## src/rtl/elevator_pkg.sv

```systemverilog
// Shared types and defaults for the elevator call-register slice.
package elevator_pkg;
  typedef enum logic {
    IDLE  = 1'b0,
    DWELL = 1'b1
  } state_e;

  localparam int DEFAULT_FLOORS = 5;
  localparam int DEFAULT_DWELL  = 4;
  localparam int CNT_W          = 8;
endpackage

```

## src/rtl/rise_detect.sv

```systemverilog
// Per-bit rising-edge detector: one press pulse per 0->1 transition of a level.
module rise_detect #(
  parameter int N = 5
) (
  input  logic         clk,
  input  logic         reset,
  input  logic [N-1:0] level_i,
  output logic [N-1:0] press_o
);
  logic [N-1:0] prev_q;

  // prev clears on reset so a level held through reset yields a press right after it.
  always_ff @(posedge clk) begin
    if (reset) prev_q <= '0;
    else       prev_q <= level_i;
  end

  assign press_o = level_i & ~prev_q;
endmodule

```

## src/rtl/call_register.sv

```systemverilog
// Latches floor calls, opens the door for a dwell period when the stopped car
// is at a called floor, and flags door/move protocol violations.
module call_register
  import elevator_pkg::*;
#(
  parameter int N            = DEFAULT_FLOORS,
  parameter int DWELL_CYCLES = DEFAULT_DWELL
) (
  input  logic         clk,
  input  logic         reset,
  input  logic [N-1:0] intenral_buttons,
  input  logic [N-1:0] external_buttons,
  input  logic [N-1:0] current_floor,
  input  logic         move,
  input  logic         direction,
  output logic [N-1:0] pending,
  output logic         req_above,
  output logic         req_below,
  output logic         door_open,
  output logic         protocol_err,
  output logic         dbg_state_o
);
  localparam logic [CNT_W-1:0] RELOAD = CNT_W'(DWELL_CYCLES - 1);

  logic [N-1:0]     press;
  logic [N-1:0]     here_mask;
  logic [N-1:0]     pending_q, pending_d;
  logic [CNT_W-1:0] cnt_q, cnt_d;
  logic             err_q, err_d;
  state_e           state_q, state_d;
  logic             unused_dir;

  assign unused_dir = direction;

  rise_detect #(.N(N)) u_rise (
    .clk     (clk),
    .reset   (reset),
    .level_i (intenral_buttons | external_buttons),
    .press_o (press)
  );

  // An invalid position (zero or multi-hot) selects no floor at all.
  assign here_mask = $onehot(current_floor) ? current_floor : '0;

  always_comb begin
    state_d   = state_q;
    cnt_d     = cnt_q;
    err_d     = err_q;
    pending_d = pending_q | press;
    case (state_q)
      IDLE: begin
        if (!move && |((pending_q | press) & here_mask)) begin
          state_d   = DWELL;
          cnt_d     = RELOAD;
          pending_d = (pending_q | press) & ~here_mask;
        end
      end
      DWELL: begin
        if (move) begin
          state_d = IDLE;
          cnt_d   = '0;
          err_d   = 1'b1;
        end else begin
          // A call on the floor being served extends the dwell instead of latching.
          pending_d = pending_q | (press & ~here_mask);
          if (|(press & here_mask))  cnt_d = RELOAD;
          else if (cnt_q == '0)      state_d = IDLE;
          else                       cnt_d = cnt_q - 1'b1;
        end
      end
      default: state_d = IDLE;
    endcase
  end

  always_ff @(posedge clk) begin
    if (reset) begin
      state_q   <= IDLE;
      cnt_q     <= '0;
      err_q     <= 1'b0;
      pending_q <= '0;
    end else begin
      state_q   <= state_d;
      cnt_q     <= cnt_d;
      err_q     <= err_d;
      pending_q <= pending_d;
    end
  end

  always_comb begin
    req_above = 1'b0;
    req_below = 1'b0;
    for (int k = 0; k < N; k++) begin
      if (here_mask[k]) begin
        for (int j = 0; j < N; j++) begin
          if (j > k && pending_q[j]) req_above = 1'b1;
          if (j < k && pending_q[j]) req_below = 1'b1;
        end
      end
    end
  end

  assign pending      = pending_q;
  assign door_open    = (state_q == DWELL);
  assign protocol_err = err_q;
  assign dbg_state_o  = state_q;
endmodule

```

## config.mk

```make
export PLATFORM = sky130hd
export DESIGN_NAME = call_register
export DESIGN_NICKNAME = d
export VERILOG_FILES = /design/src/rtl/elevator_pkg.sv /design/src/rtl/rise_detect.sv /design/src/rtl/call_register.sv
export SDC_FILE = /design/constraint.sdc
export NUM_CORES = 1
export LEC_CHECK = 0
export CAP_MARGIN = 20
export CORE_ASPECT_RATIO = 0.7
export CORE_MARGIN = 1
export CORE_UTILIZATION = 45
export CTS_BUF_LIST = sky130_fd_sc_hd__clkbuf_4
export CTS_CLUSTER_DIAMETER = 30
export DETAILED_ROUTE_END_ITERATION = 10
export PLACE_DENSITY = 0.73
export SYNTH_ARGS = -nofsm -noshare
export SYNTH_HDL_FRONTEND = slang
export SYNTH_SLANG_ARGS = --single-unit
```

## constraint.sdc

```tcl
create_clock -name clk -period 3.75 [get_ports clk]
set_input_delay 0.75 -clock clk [delete_from_list [all_inputs] [get_ports clk]]
set_output_delay 0.75 -clock clk [all_outputs]
set_load 0.01 [all_outputs]
```

==> results of run 1 <==
==> worst max-delay path: stages <==
cell and delay [ns]:
clkbuf_2 0.10, inv_2 0.04, fa_1 0.49, fa_2 0.35, inv_2 0.07, ha_4 0.23
nor4b_4 0.35, nor2_1 0.11, buf_4 0.15, o22ai_1 0.15, buf_2 0.15
==> cells by family (layout without fill, tap and decap cells) <==
| family | Yosys count | in the layout | synth area share |
|---|---|---|---|
| AOI/OAI and AO/OA | 52 | 52 | 0.309 |
| and+or+nand+nor | 55 | 55 | 0.263 |
| buffers and inverters | 15 | 62 | 0.0543 |
| DFF | 20 | 20 | 0.316 |
| xor gates and xnor gates | 1 | 1 | 0.00691 |
| adders and majority gates | 4 | 4 | 0.0513 |
==> where the power goes <==
part           switching (mW)  internal, mW  total (mW)  leakage (nW)
clock                  0.0690         0.108       0.177        0.0279
sequential             0.0217         0.229       0.251         0.165
combinational           0.157         0.160       0.317         0.525
==> repair_timing <==
| item | in CTS | in global routing |
|---|---|---|
| resized for setup | 21 | 8 |
| pin swaps | 10 | 6 |
| setup buffers | 6 | 3 |
| endpoints found under the setup margin | 8 | 2 |
| cloned | 0 | 0 |
| hold endpoints to repair | 0 | 0 |
==> cells in the mapped netlist (3+ instances only) <==
cell      count
dfxtp_1      20
nor2_1       18
inv_1        10
a21oi_1       9
nand2_1       8
nand3_1       7
o21ai_1       7
o21ai_0       5
o21ba_2       5
a211oi_1      4
o211ai_1      4
nor2b_1       3
nor3_1        3
nor4b_2       3
==> cell type report <==
cell class                      count  area, um2
Clock buffer                        3       22.5
Clock inverter                      1       30.0
Fill cell                         197        793
Inverter                           10       37.5
Multi-Input combinational cell    112        838
Sequential cell                    20        400
Tap cell                           34       42.5
Timing Repair Buffer               48        407
==> sequential cells by signal, indices dropped and copies added, names as in the netlist <==
register / flops
protocol_err: 1
cnt_q: 8
pending: 5
dbg_state_o: 1
u_rise.prev_q: 5
==> worst paths after layout <==
| path | from | to | slack (ns) |
|---|---|---|---|
| min | cnt_q[6] | cnt_q[6] | 0.50 |
| max reg2reg | cnt_q[0] | cnt_q[3] | 1.55 |
| min reg2reg | cnt_q[6] | cnt_q[6] | 0.50 |
| max | current_floor[0] | req_above | 0.05 |
==> per-layer routing <==
layer / track usage / vias to the layer above / part of all wire
met3: 0.0619 / 4 / 0.072
met2: 0.392 / 55 / 0.44
li1: - / 637 / -
met1: 0.314 / 609 / 0.47
met4: 0.0696 / 0 / 0.014
met5: 0 / - / 0
==> metrics.txt, run 1 <==
die height=46.4 um; Final Skew=roughly 0.010 ns; syn avg cell area=8.62 um2; count of final max-slew check failures=0; Hold Path Class=reg -> reg; status=complete, no violations; largest net degree at the start of global routing=17; Tmin final=around 3.7 ns; prevailing post-synth register cell=dfxtp_1; I/O pin cnt=29; Worst-path clk slew=0.11 ns; hold-critical path depth=2; Synth Warn #=0; Avg WL per Cell=14.9 um; utilization after layout=0.691; cells after synthesis=roughly 150; DRT iter0 DRCs=69; clk buf depth=2; max capacitance violation total=0; CTS H-tree depth=1; # hold bufs at CTS=0; RSZ-0062 raised after global routing=false; TNS Setup=0 ns; Leak Pwr=about 0.7 nW; hold_ws=a little under 0.5 ns; cts bufs inserted=3; Die ar.=3040 um2; Slew @ Worst Pin=0.626 ns; CP Capture Type=primary output; ranking of synthesized cells by area=dfxtp_1, nor2_1, o21ba_2, a21oi_1, nor4b_2; fin nets=218; DP HPWL=2.42 mm; share of the synthesized area in the top cell type=0.316; Post-DP Area=1640 um2; syn_nets=170; GRT Total Usage=0.239; Power, Total=0.745 mW; power per cell area=approximately 420 nW/um2; GRT overflow=0; Max Clk Rate=approximately 270 MHz; vias in the first global route=1,160; Final Hold Vio Count=0; Final ANT Viol Nets=0; GPL Wtd Cong=0.874; CP Launch Type=input port; Non-Filler Instances=228; Synth area leader=dfxtp_1; Crit Path Max Fanout=5; DRT Pass-1 Iters=4; cell area after layout=1780 um2; total core area=2570 um2; Post-Place Worst Slack=-0.806 ns; initial cell density of the core=0.493; first-pass GRT wire length=around 5.2 mm; post-DR vias/cell=between 5 and 6; TritonCTS clock tree=built; port bufs=27; final cycle utilization of the critical path=0.986; commonest cells after routing, fill and taps aside=clkdlybuf4s50_1, dfxtp_1, buf_4; crit path setup slack, layout=0.0512 ns; Post-synth EDFFs=0; Routed WL=about 3.4 mm; VDD IR max=0.220 mV; commonest non-fill, non-tap cell in the layout=clkdlybuf4s50_1; clk sinks=20; reg2reg path depth=7; slew margin rel.=0.580; Root Buffer=clkbuf_4; Setup violations, final=0; DR vias=1,305; Synth Cell Area=1270 um2; kind of critical path=in -> out; num rows=15; post-synthesis sequential area ratio=0.316; worst skew pair latency=about 0.31 ns; Worst Path Arrival=2.95 ns; Yosys cell types=47; share of cells above drive strength 1=0.258; Async SR Flop Fraction=0; placed insts=215; ANT cells=0; CP required=3.00 ns; Area Overhead vs Synth=40.3%; Seq cells post-synth=20; Die W=65.4 um; drc violations=0; initial antenna violation count=0
No activity file was read; power rests on OpenSTA's default activity.
==> inputs of run 2 (changes only) <==
--- a/config.mk
+++ b/config.mk
@@ -13,6 +13,7 @@
 export CTS_CLUSTER_DIAMETER = 30
 export DETAILED_ROUTE_END_ITERATION = 10
 export PLACE_DENSITY = 0.73
+export SKIP_CTS_REPAIR_TIMING = 1
 export SYNTH_ARGS = -nofsm -noshare
 export SYNTH_HDL_FRONTEND = slang
 export SYNTH_SLANG_ARGS = --single-unit
==> run 2 against run 1 <==
Net effect:
- critical path depth shrank 3
- worst hold slack got worse by 0.00094 ns
- register-to-register slack hardly changed
- critical path type unchanged
- critical endpoint unchanged
==> metrics.txt, run 2 (synthesis results as in run 1) <==
status=complete, no violations (unchanged); total core area=2570 um2 (unchanged); DRT Pass-1 Iters=4 (unchanged); Hold Path Class=reg -> reg (unchanged); DR vias=1,264 (was 1,305); commonest cells after routing, fill and taps aside=clkdlybuf4s50_1, dfxtp_1, nor2_1 (was clkdlybuf4s50_1, dfxtp_1, buf_4); GPL Wtd Cong=0.874 (unchanged); first-pass GRT wire length=5.06 mm (was 5.24 mm); cell area after layout=1770 um2 (was 1780 um2); Final Skew=0.00941 ns (was 0.0100 ns); largest net degree at the start of global routing=17 (unchanged); Die ar.=3040 um2 (unchanged); final cycle utilization of the critical path=0.978 (was 0.986); clock share of power=0.243 (was 0.238); drc violations=0 (unchanged); ANT cells=0 (unchanged); cts bufs inserted=3 (unchanged); GRT overflow=0 (unchanged); die height=46.4 um (unchanged); fin nets=211 (was 218); utilization after layout=0.688 (was 0.691); CP Launch Type=input port (unchanged); Switching Fraction=0.336 (was 0.333); P_sw=0.245 mW (was 0.248 mW); commonest non-fill, non-tap cell in the layout=clkdlybuf4s50_1 (unchanged); post-DR vias/cell=5.72 (about the same); hold-critical path depth=2 (unchanged); slew margin rel.=0.593 (was 0.580); Final Hold Vio Count=0 (unchanged); GRT Total Usage=0.229 (was 0.239); VDD IR max=0.223 mV (was 0.220 mV); Post-DP Area=1640 um2 (unchanged); CP required=3.00 ns (about the same); power per cell area=412 nW/um2 (was 419 nW/um2); Tmin final=3.67 ns (was 3.70 ns); CTS H-tree depth=1 (unchanged); worst skew pair latency=0.31 ns (about the same); Root Buffer=clkbuf_4 (unchanged); TritonCTS clock tree=built (unchanged); internal power=0.485 mW (was 0.497 mW); max capacitance violation total=0 (unchanged); Max Clk Rate=273 MHz (was 270 MHz); DP HPWL=2.42 mm (unchanged); I/O pin cnt=29 (unchanged); TNS Setup=0 ns (unchanged); clk sinks=20 (unchanged); Setup violations, final=0 (unchanged); vias in the first global route=1,112 (was 1,160); initial cell density of the core=0.493 (unchanged); Area Overhead vs Synth=39.6% (was 40.3%); Flop pwr share=0.346 (was 0.337); reg2reg path depth=7 (unchanged); initial antenna violation count=0 (unchanged); max reg flops=8 (unchanged); Biggest register=cnt_q (unchanged); clk buf depth=2 (unchanged); Comb pwr share=0.412 (was 0.425); port bufs=27 (unchanged); Leak Pwr=0.730 nW (was 0.718 nW); Filler Cells Inserted=200 (was 197); Routed WL=3.27 mm (was 3.39 mm); Final ANT Viol Nets=0 (unchanged); Die W=65.4 um (unchanged); kind of critical path=in -> out (unchanged); count of final max-slew check failures=0 (unchanged); CP Capture Type=primary output (unchanged); Worst-path clk slew=0.11 ns (about the same); share of cells above drive strength 1=0.214 (was 0.258); Slew @ Worst Pin=0.606 ns (was 0.626 ns); num rows=15 (unchanged); Worst Path Arrival=2.92 ns (was 2.95 ns); Avg WL per Cell=14.8 um (was 14.9 um); DRT iter0 DRCs=50 (was 69); Crit Path Max Fanout=5 (unchanged)
==> run 2: worst max-delay path: stages <==
cell and delay (ns):
dlymetal6s2s_1 0.12, inv_2 0.06, fa_1 0.50, fa_2 0.74, nor4b_4 0.11, a2111oi_2 0.36, o22ai_1 0.11, dlymetal6s2s_1 0.18
==> run 2: worst paths after layout <==
path                         start  slack (ns)   endpoint
hold / removal            cnt_q[6]        0.50   cnt_q[6]
setup reg to reg          cnt_q[0]        1.54   cnt_q[3]
hold reg to reg           cnt_q[6]        0.50   cnt_q[6]
setup / recovery  current_floor[3]        0.08  req_above
==> run 2: power groups by stage <==
stage                     clock, mW  combinational, mW  sequential [mW]
after CTS                     0.182              0.273            0.251
final                         0.177              0.301            0.252
after global routing          0.187              0.323            0.254
after global placement            0              0.262            0.254
after floorplan                   0              0.173            0.251
after detailed placement          0              0.272            0.255
==> run 2: final cells by class <==
type	instances	area (um2)	area share
multi-input cells	112	856	0.484
flip-flops and latches	20	400	0.226
repair buffers	41	380	0.215
well taps	34	42.5	0.0240
inverters	10	37.5	0.0212
clock inverters	1	30.0	0.0170
clock buffers	3	22.5	0.0127
==> run 2: metrics by stage <==
stage / power [mW] / setup slack, ns / cells / hold WS (ns)
after floorplan: 0.424 / 0.172 / 147 / 0.448
after global placement: 0.517 / -0.742 / 215 / 0.463
after detailed placement: 0.527 / -0.806 / 215 / 0.463
after CTS: 0.705 / -0.815 / 219 / 0.493
after global routing: 0.764 / -0.0261 / 221 / 0.516
final: 0.730 / 0.0812 / 221 / 0.495
==> run 2: routing by layer <==
metal / global-route usage / part of all wire / up-vias
met5: 0 / 0 / -
met4: 0.0522 / 0.0067 / 0
met3: 0.0545 / 0.055 / 2
met2: 0.373 / 0.45 / 43
met1: 0.311 / 0.49 / 593
li1: - / - / 626
==> inputs of run 3 (changes only) <==
--- a/config.mk
+++ b/config.mk
@@ -7,11 +7,11 @@
 export LEC_CHECK = 0
 export CAP_MARGIN = 20
 export CORE_ASPECT_RATIO = 0.7
-export CORE_MARGIN = 1
 export CORE_UTILIZATION = 45
 export CTS_BUF_LIST = sky130_fd_sc_hd__clkbuf_4
-export CTS_CLUSTER_DIAMETER = 30
+export CTS_CLUSTER_DIAMETER = 80
 export DETAILED_ROUTE_END_ITERATION = 10
+export HOLD_SLACK_MARGIN = 0.1
 export PLACE_DENSITY = 0.73
 export SKIP_CTS_REPAIR_TIMING = 1
 export SYNTH_ARGS = -nofsm -noshare
==> results of run 3 <==
Final layout, timing and power as in run 2 (identical DEF).
